**config.mk**
```make
export PLATFORM = sky130hd
export DESIGN_NAME = matvec_host_ctrl
export DESIGN_NICKNAME = d
export VERILOG_FILES = /design/src/rtl/matvec_host_ctrl.sv
export SDC_FILE = /design/constraint.sdc
export NUM_CORES = 1
export LEC_CHECK = 0
export BUFFER_PORTS_ARGS = -buffer_cell sky130_fd_sc_hd__buf_2
export CORE_AREA = 2 2 319 321
export DETAILED_ROUTE_END_ITERATION = 8
export DIE_AREA = 0 0 321 323
export PLACE_DENSITY = 0.58
export SLEW_MARGIN = 40
export SYNTH_ARGS = -nofsm -noshare
export SYNTH_HDL_FRONTEND = slang
export SYNTH_SLANG_ARGS = --single-unit
```
**constraint.sdc**
```tcl
create_clock -name clk -period 2.45 [get_ports clk]
set_input_delay 0.49 -clock clk [delete_from_list [all_inputs] [get_ports clk]]
set_output_delay 0.49 -clock clk [all_outputs]
set_load 0.05 [all_outputs]
```
**src/rtl/matvec_host_ctrl.sv**
```systemverilog
// Host-side controller for the matrix-vector engine: loads A then b from a byte stream, starts the
// engine, snapshots results, drains them as words and pulses the engine reset. Option: MATVEC_SUM_EN.
module matvec_host_ctrl #(
  parameter int unsigned DEPTH        = 8,
  parameter int unsigned DATA_WIDTH   = 8,
  parameter int unsigned RESULT_WIDTH = 24
) (
  input  logic                    clk,
  input  logic                    rst_n,
  input  logic                    in_valid,
  output logic                    in_ready,
  input  logic [DATA_WIDTH-1:0]   in_data,
  output logic [DATA_WIDTH-1:0]   a_matrix [0:DEPTH-1][0:DEPTH-1],
  output logic [DATA_WIDTH-1:0]   b_vector [0:DEPTH-1],
  output logic                    mult_valid,
  input  logic                    done,
  input  logic [RESULT_WIDTH-1:0] c_vector [0:DEPTH-1],
  output logic                    eng_rst_n,
  output logic                    out_valid,
  input  logic                    out_ready,
  output logic [RESULT_WIDTH-1:0] out_data,
  output logic                    out_last
);

  localparam int unsigned IdxW = (DEPTH * DEPTH > 1) ? $clog2(DEPTH * DEPTH) : 1;
  localparam logic [IdxW-1:0] LastA = IdxW'(DEPTH * DEPTH - 1);
  localparam logic [IdxW-1:0] LastB = IdxW'(DEPTH - 1);
`ifdef MATVEC_SUM_EN
  localparam logic [IdxW-1:0] LastOut = IdxW'(DEPTH);
`else
  localparam logic [IdxW-1:0] LastOut = IdxW'(DEPTH - 1);
`endif

  typedef enum logic [2:0] {StLoadA, StLoadB, StStart, StWait, StDrain, StEngRst} state_e;

  state_e                  state;
  logic [IdxW-1:0]         idx;
  logic [RESULT_WIDTH-1:0] result [0:DEPTH-1];

`ifdef MATVEC_SUM_EN
  logic [RESULT_WIDTH-1:0] sum;
  logic [RESULT_WIDTH-1:0] sum_c;

  // Truncating sum of the live engine results, captured alongside the snapshot.
  always_comb begin
    sum_c = '0;
    for (int unsigned i = 0; i < DEPTH; i++) begin
      sum_c = sum_c + c_vector[i];
    end
  end
`endif

  always_ff @(posedge clk or negedge rst_n) begin
    if (!rst_n) begin
      state <= StLoadA;
      idx   <= '0;
      for (int unsigned r = 0; r < DEPTH; r++) begin
        b_vector[r] <= '0;
        result[r]   <= '0;
        for (int unsigned c = 0; c < DEPTH; c++) begin
          a_matrix[r][c] <= '0;
        end
      end
`ifdef MATVEC_SUM_EN
      sum <= '0;
`endif
    end else begin
      unique case (state)
        StLoadA: begin
          if (in_valid) begin
            for (int unsigned r = 0; r < DEPTH; r++) begin
              for (int unsigned c = 0; c < DEPTH; c++) begin
                if (idx == IdxW'(r * DEPTH + c)) a_matrix[r][c] <= in_data;
              end
            end
            if (idx == LastA) begin
              idx   <= '0;
              state <= StLoadB;
            end else begin
              idx <= idx + IdxW'(1);
            end
          end
        end
        StLoadB: begin
          if (in_valid) begin
            for (int unsigned r = 0; r < DEPTH; r++) begin
              if (idx == IdxW'(r)) b_vector[r] <= in_data;
            end
            if (idx == LastB) begin
              idx   <= '0;
              state <= StStart;
            end else begin
              idx <= idx + IdxW'(1);
            end
          end
        end
        StStart: state <= StWait;
        StWait: begin
          if (done) begin
            for (int unsigned r = 0; r < DEPTH; r++) begin
              result[r] <= c_vector[r];
            end
`ifdef MATVEC_SUM_EN
            sum <= sum_c;
`endif
            idx   <= '0;
            state <= StDrain;
          end
        end
        StDrain: begin
          if (out_ready) begin
            if (idx == LastOut) begin
              idx   <= '0;
              state <= StEngRst;
            end else begin
              idx <= idx + IdxW'(1);
            end
          end
        end
        StEngRst: begin
          // idx counts the two engine-reset cycles
          if (idx == IdxW'(1)) begin
            idx   <= '0;
            state <= StLoadA;
          end else begin
            idx <= idx + IdxW'(1);
          end
        end
        default: state <= StLoadA;
      endcase
    end
  end

  always_comb begin
    in_ready   = (state == StLoadA) || (state == StLoadB);
    mult_valid = (state == StStart);
    out_valid  = (state == StDrain);
    out_last   = out_valid && (idx == LastOut);
    out_data   = '0;
    if (out_valid) begin
      for (int unsigned i = 0; i < DEPTH; i++) begin
        if (idx == IdxW'(i)) out_data = result[i];
      end
`ifdef MATVEC_SUM_EN
      if (idx == IdxW'(DEPTH)) out_data = sum;
`endif
    end
  end

  assign eng_rst_n = rst_n & (state != StEngRst);

endmodule

```
; ---- Word level (Yosys, flattened, before mapping)
; Index checks and enable logic that the tools add are counted.
[totals]
inputBits = 205
regBits = 777
out_inout_bits = 605
word_cells = 267
[op_classes]
reduce_logical = 80
muxes = 26
bitwise_logic = 1
n_addsub = 1
n_eq_ne = 77
[op_table]
columns = op, count
row1 = 2-to-1 mux 24 bit, 9
row2 = AND reduction 3 bit, 72
row3 = == test 6 bit (second input constant), 32
row4 = == test 6 x 5 -> 1 bit (second input constant), 16
row5 = == test 6 x 4 -> 1 bit (second input constant), 8
row6 = 2-to-1 mux 6 bit, 7
row7 = one-hot mux 6 bit (5 select lines), 1
row8 = == test 6 x 3 -> 1 bit (second input constant), 4
row9 = 2-to-1 mux 3 bit, 8
row10 = one-hot mux 3 bit (6 select lines), 1
row11 = == test 6 x 2 -> 1 bit (second input constant), 2
row12 = != test 2 bit (second input constant), 6
row13 = AND reduction 8 bit, 1
row14 = adder 6 x 1 -> 6 bit (second input constant), 1
row15 = == test 3 x 2 -> 1 bit (second input constant), 2
row16 = == test 3 bit (second input constant), 2
row17 = == test 6 x 1 -> 1 bit (second input constant), 1
row18 = logical NOT 6 bit, 1
row19 = AND reduction 5 bit, 1
row20 = nonzero test 5 bit, 1
row21 = != test 2 x 1 -> 1 bit (second input constant), 2
row22 = == test 3 x 1 -> 1 bit (second input constant), 1
row23 = logical NOT 3 bit, 1
row24 = != test 3 bit (second input constant), 1
row25 = 4 further kinds, 4

; ---- Longest topological paths before layout
[logic_depth]
depth_word = 10
depth_mapped = 9
ltp_nobuf = 7

; ---- Worst setup path before layout
; Ideal clock, no wire load.
[synth_path]
path_type = register to output
from = register idx[1]
to = output port out_data[11]
setup_slack_ps = -1063
n_path_buf = 2
arrival_time_ps = 3023
path_stages_with_launch = 10
path_cell_list = dfrtp_1 inv_1 ha_1 clkbuf_1 nand2b_1 nor3_1 clkbuf_1 a221oi_1 o31a_1 o21ai_0
[synth_via]
elab_chain_cells = 10
elab_cells_between_ends = 17
classes_between = eq/ne: 7 / mux: 9 / reduce/logical: 1
[synth_rtl]
columns = element, line
row1 = from (decl), 37  ; logic [IdxW-1:0] idx;
row2 = from (signal assigned), 80  ; idx <= idx + IdxW'(1);
row3 = from (signal assigned), 93  ; idx <= idx + IdxW'(1);
row4 = from (signal assigned), 116  ; idx <= idx + IdxW'(1);
row5 = logical NOT 6 bit, 142  ; if (idx == IdxW'(i)) out_data = result[i];
row6 = 2-to-1 mux 24 bit (7 in series), 142
row7 = 2-to-1 mux 24 bit *, 142
row8 = 2-to-1 mux 24 bit *, 140  ; if (out_valid) begin
row9 = to (decl), 21  ; output logic [RESULT_WIDTH-1:0] out_data,
; Every way passes the cells marked *; elsewhere a longest branch is shown, timed or not.

; ---- Worst setup path after layout
[layout_path]
from = register idx[5]
to = output port out_data[1]
; Same word-level chain as after synthesis.

==> out/qor.yml <==
status: "complete, but fails checks"
violations: "negative setup slack"
ys_seq_elements: 777
synthArstFlopShare_pct: 100
yosysSeqAreaShare_pct: 61.8
hold_viol: 0
synth_cell_type_count: 54
synth_nets: 2287
r2r_slack_ns: 0.14
min_path_type: "in2reg"
die_h_um: 323
cp_max_fo: 5
finalWirelength_um: 113000
slew_viol_final: 0
grt_pass1_vias: 22210
cts_tree: "built"
fmax_mhz: 307
via_per_inst: 4.83
r2r.worst_path.cells: 10
start_util_pct: 31.2
final_cells: 4470
cp_slowest_cell: "dfrtp_1"
final_area_um2: 43500
syn_avg_cell_area_um2: 15.1
dp_slack_ns: -0.480
dp_cells: 4235
synthToLayoutAreaGrowth_pct: 38.4
gp_congestion: 0.886
hold_path_depth: 2
drt_pre_antenna_iters: 5
drc: 0
static-leakage-power_nw: 23.4
final_common_cell: "buf_2"
crit_path_end_kind: "primary output"
clockBufferDepth: 3
num_rows: 117
wl_per_cell_um: 25.3
critical_path_arrival_ns: 2.77
critPathKind: "reg2out"
path_common_cell: "buf_6"
grt_max_degree: 141
die_area_um2: 104000
whs_endpoint: "result[95]$_DFFE_PN0P_"
final_cell_mix: "780 x buf_2, 773 x dfrtp_1, 768 x mux2_2"
reg2reg_from: "idx[0]$_DFFE_PN0P_"
synth_cells: 2078
synth_edf_count: 0
power.density_nw_per_um2: 979
final_nets: 3291
rsz0062_at_grt: "true"
cts_buffers: 89
ir_drop_mv: 0.780
fin_skew_ns: 0.0388
start_kind: "flop"
slew_headroom_pct: 46.8
htree_levels: 3
grtUsageTotal_pct: 21.2
clk_pin_slew_ns: 0.06
vias: 21579
yosys_warnings: 0
port_buffers: 809
grt-ovfl-total: 0
min-delay-start: "c_vector[95]"
grt_pass1_wl_um: 160000
fin_crit_sh_pct: 133
setup_ws_ns: -0.813
timing.rr.end: "a_matrix[219]$_DFFE_PN0P_"
totalPowerFinal_mw: 42.6
cts_root_buf: "clkbuf_16"
place_area_um2: 39100
crit_required_ns: 1.96
num_io_pins: 810
path_cells: "buf_6 -> nor4_4 -> and3b_2 -> buf_6 -> buf_16 -> a221oi_2 -> o31a_1 -> o21ai_4 -> buf_12"
critical-path-max-stage-delay_ns: 0.42
grt_antenna_before_repair: 16
netlist_area_um2: 31500
clock_sink_count: 777
finalSetupViolCount: 25
ys.flop_type: "dfrtp_1"
cap_viol_max_count: 0
tightest_slew_ns: 0.798
drive_above_1_share_pct: 66.4
dpl.hpwl_um: 82200
period_needed_ns: 3.26
drt_iter0_drc: 986
antenna_left: 0
core-area_um2: 101000
die_x_um: 321
clk-insertion-delay-late_ns: 0.66
## worst max-delay path, delay by kind of cell, from the launching register on
kind / cells / cell delay [ns]
compound gates: 3 / 0.58
buf+inv: 4 / 0.57
simple gates: 2 / 0.54
flops: 1 / 0.42
## per-layer routing
layer / vias up / share of wire, % / track usage (%) / routed length [um]
met5: - / 0.14 / 0 / 163
met4: 24 / 4.4 / 9.49 / 5010
met3: 218 / 6.4 / 5.78 / 7260
met2: 680 / 50 / 36.3 / 56000
met1: 11126 / 39 / 24.8 / 44400
li1: 9531 / - / - / -
## cells in the mapped netlist, types with 8 or more instances
master    number  area share [%]
buf_1         11            0.13
o31a_1        17            0.47
a221oi_1      33            0.92
a21oi_1       28            0.45
o21ai_0       25            0.40
nor2_8        20             1.3
o221ai_1      24            0.67
o22ai_1       24            0.48
nand2_1       63            0.75
nor2_2        16            0.32
buf_2         24            0.38
nand3_2        9            0.29
nor2b_1        8            0.16
mux2_2       768              27
clkbuf_1     102             1.2
nor2_1        30            0.36
nor3_1        10            0.16
dfrtp_1      777              62
## state kept, by name (all words and copies together), names as in the netlist
name / count
idx: 6
result: 192
a_matrix: 512
b_vector: 64
state: 3
## power breakdown
group | switching (mW) | internal (mW) | total [mW]
Sequential | 1.47 | 14.9 | 16.3
Combinational | 8.37 | 3.87 | 12.2
Clock | 5.58 | 8.47 | 14.0
Total | 15.4 | 27.2 | 42.6
## final cells by class
| cell class | count | area, um^2 |
|---|---|---|
| clock inverters | 39 | 539 |
| inverters | 3 | 17.5 |
| multi-input cells | 1157 | 12300 |
| repair buffers | 1054 | 7030 |
| well taps | 1309 | 1640 |
| diodes | 6 | 15.0 |
| clock buffers | 125 | 2550 |
| flip-flops and latches | 777 | 19400 |
| fillers | 9363 | 57200 |
## per-stage QoR
step | TNS, ns | hold WS [ns] | util (%)
final | -18.42 | 0.0634 | 43.2
after global routing | -20.89 | 0.0240 | 43.2
after CTS | -20.10 | 0.00000461 | 43.0
after detailed placement | -5.77 | 0.380 | 38.8
after global placement | -4.51 | 0.381 | 38.8
after floorplan | -0.708 | 0.194 | -
## cells by family (layout without fill, tap and decap cells)
| family | after synthesis | in the layout | share of synthesized area, % |
|---|---|---|---|
| flops | 777 | 777 | 61.8 |
| mux | 771 | 771 | 27.6 |
| simple gates | 205 | 205 | 4.57 |
| compound gates | 176 | 176 | 3.97 |
| buf+inv | 144 | 1221 | 1.88 |
| fa+ha+maj | 4 | 4 | 0.159 |
| xor+xnor | 1 | 1 | 0.0278 |
| other cells | 0 | 6 | 0 |
## worst max-delay path by stage
stage | from | end | slack (ns) | cells after the start
2_1_floorplan | state[2]$_DFFE_PN0P_ | out_data[18] | -0.08 | 8
3_3_place_gp | idx[1]$_DFFE_PN0P_ | out_data[16] | -0.44 | 10
3_5_place_dp | idx[1]$_DFFE_PN0P_ | out_data[16] | -0.48 | 10
4_1_cts | idx[5]$_DFFE_PN0P_ | out_data[7] | -0.89 | 9
5_1_grt | idx[0]$_DFFE_PN0P_ | out_data[21] | -0.92 | 11
6_report | idx[5]$_DFFE_PN0P_ | out_data[1] | -0.81 | 9
## repair_timing
| action | in CTS | in global routing |
|---|---|---|
| hold buffers | 45 | 0 |
| gates cloned | 2 | 2 |
| pin swaps | 35 | 9 |
| endpoints found under the hold margin | 98 | 0 |
| gates resized for setup | 133 | 26 |
| endpoints found under the setup margin | 105 | 204 |
| buffers inserted | 16 | 2 |
(Power assumes the default switching activity.)
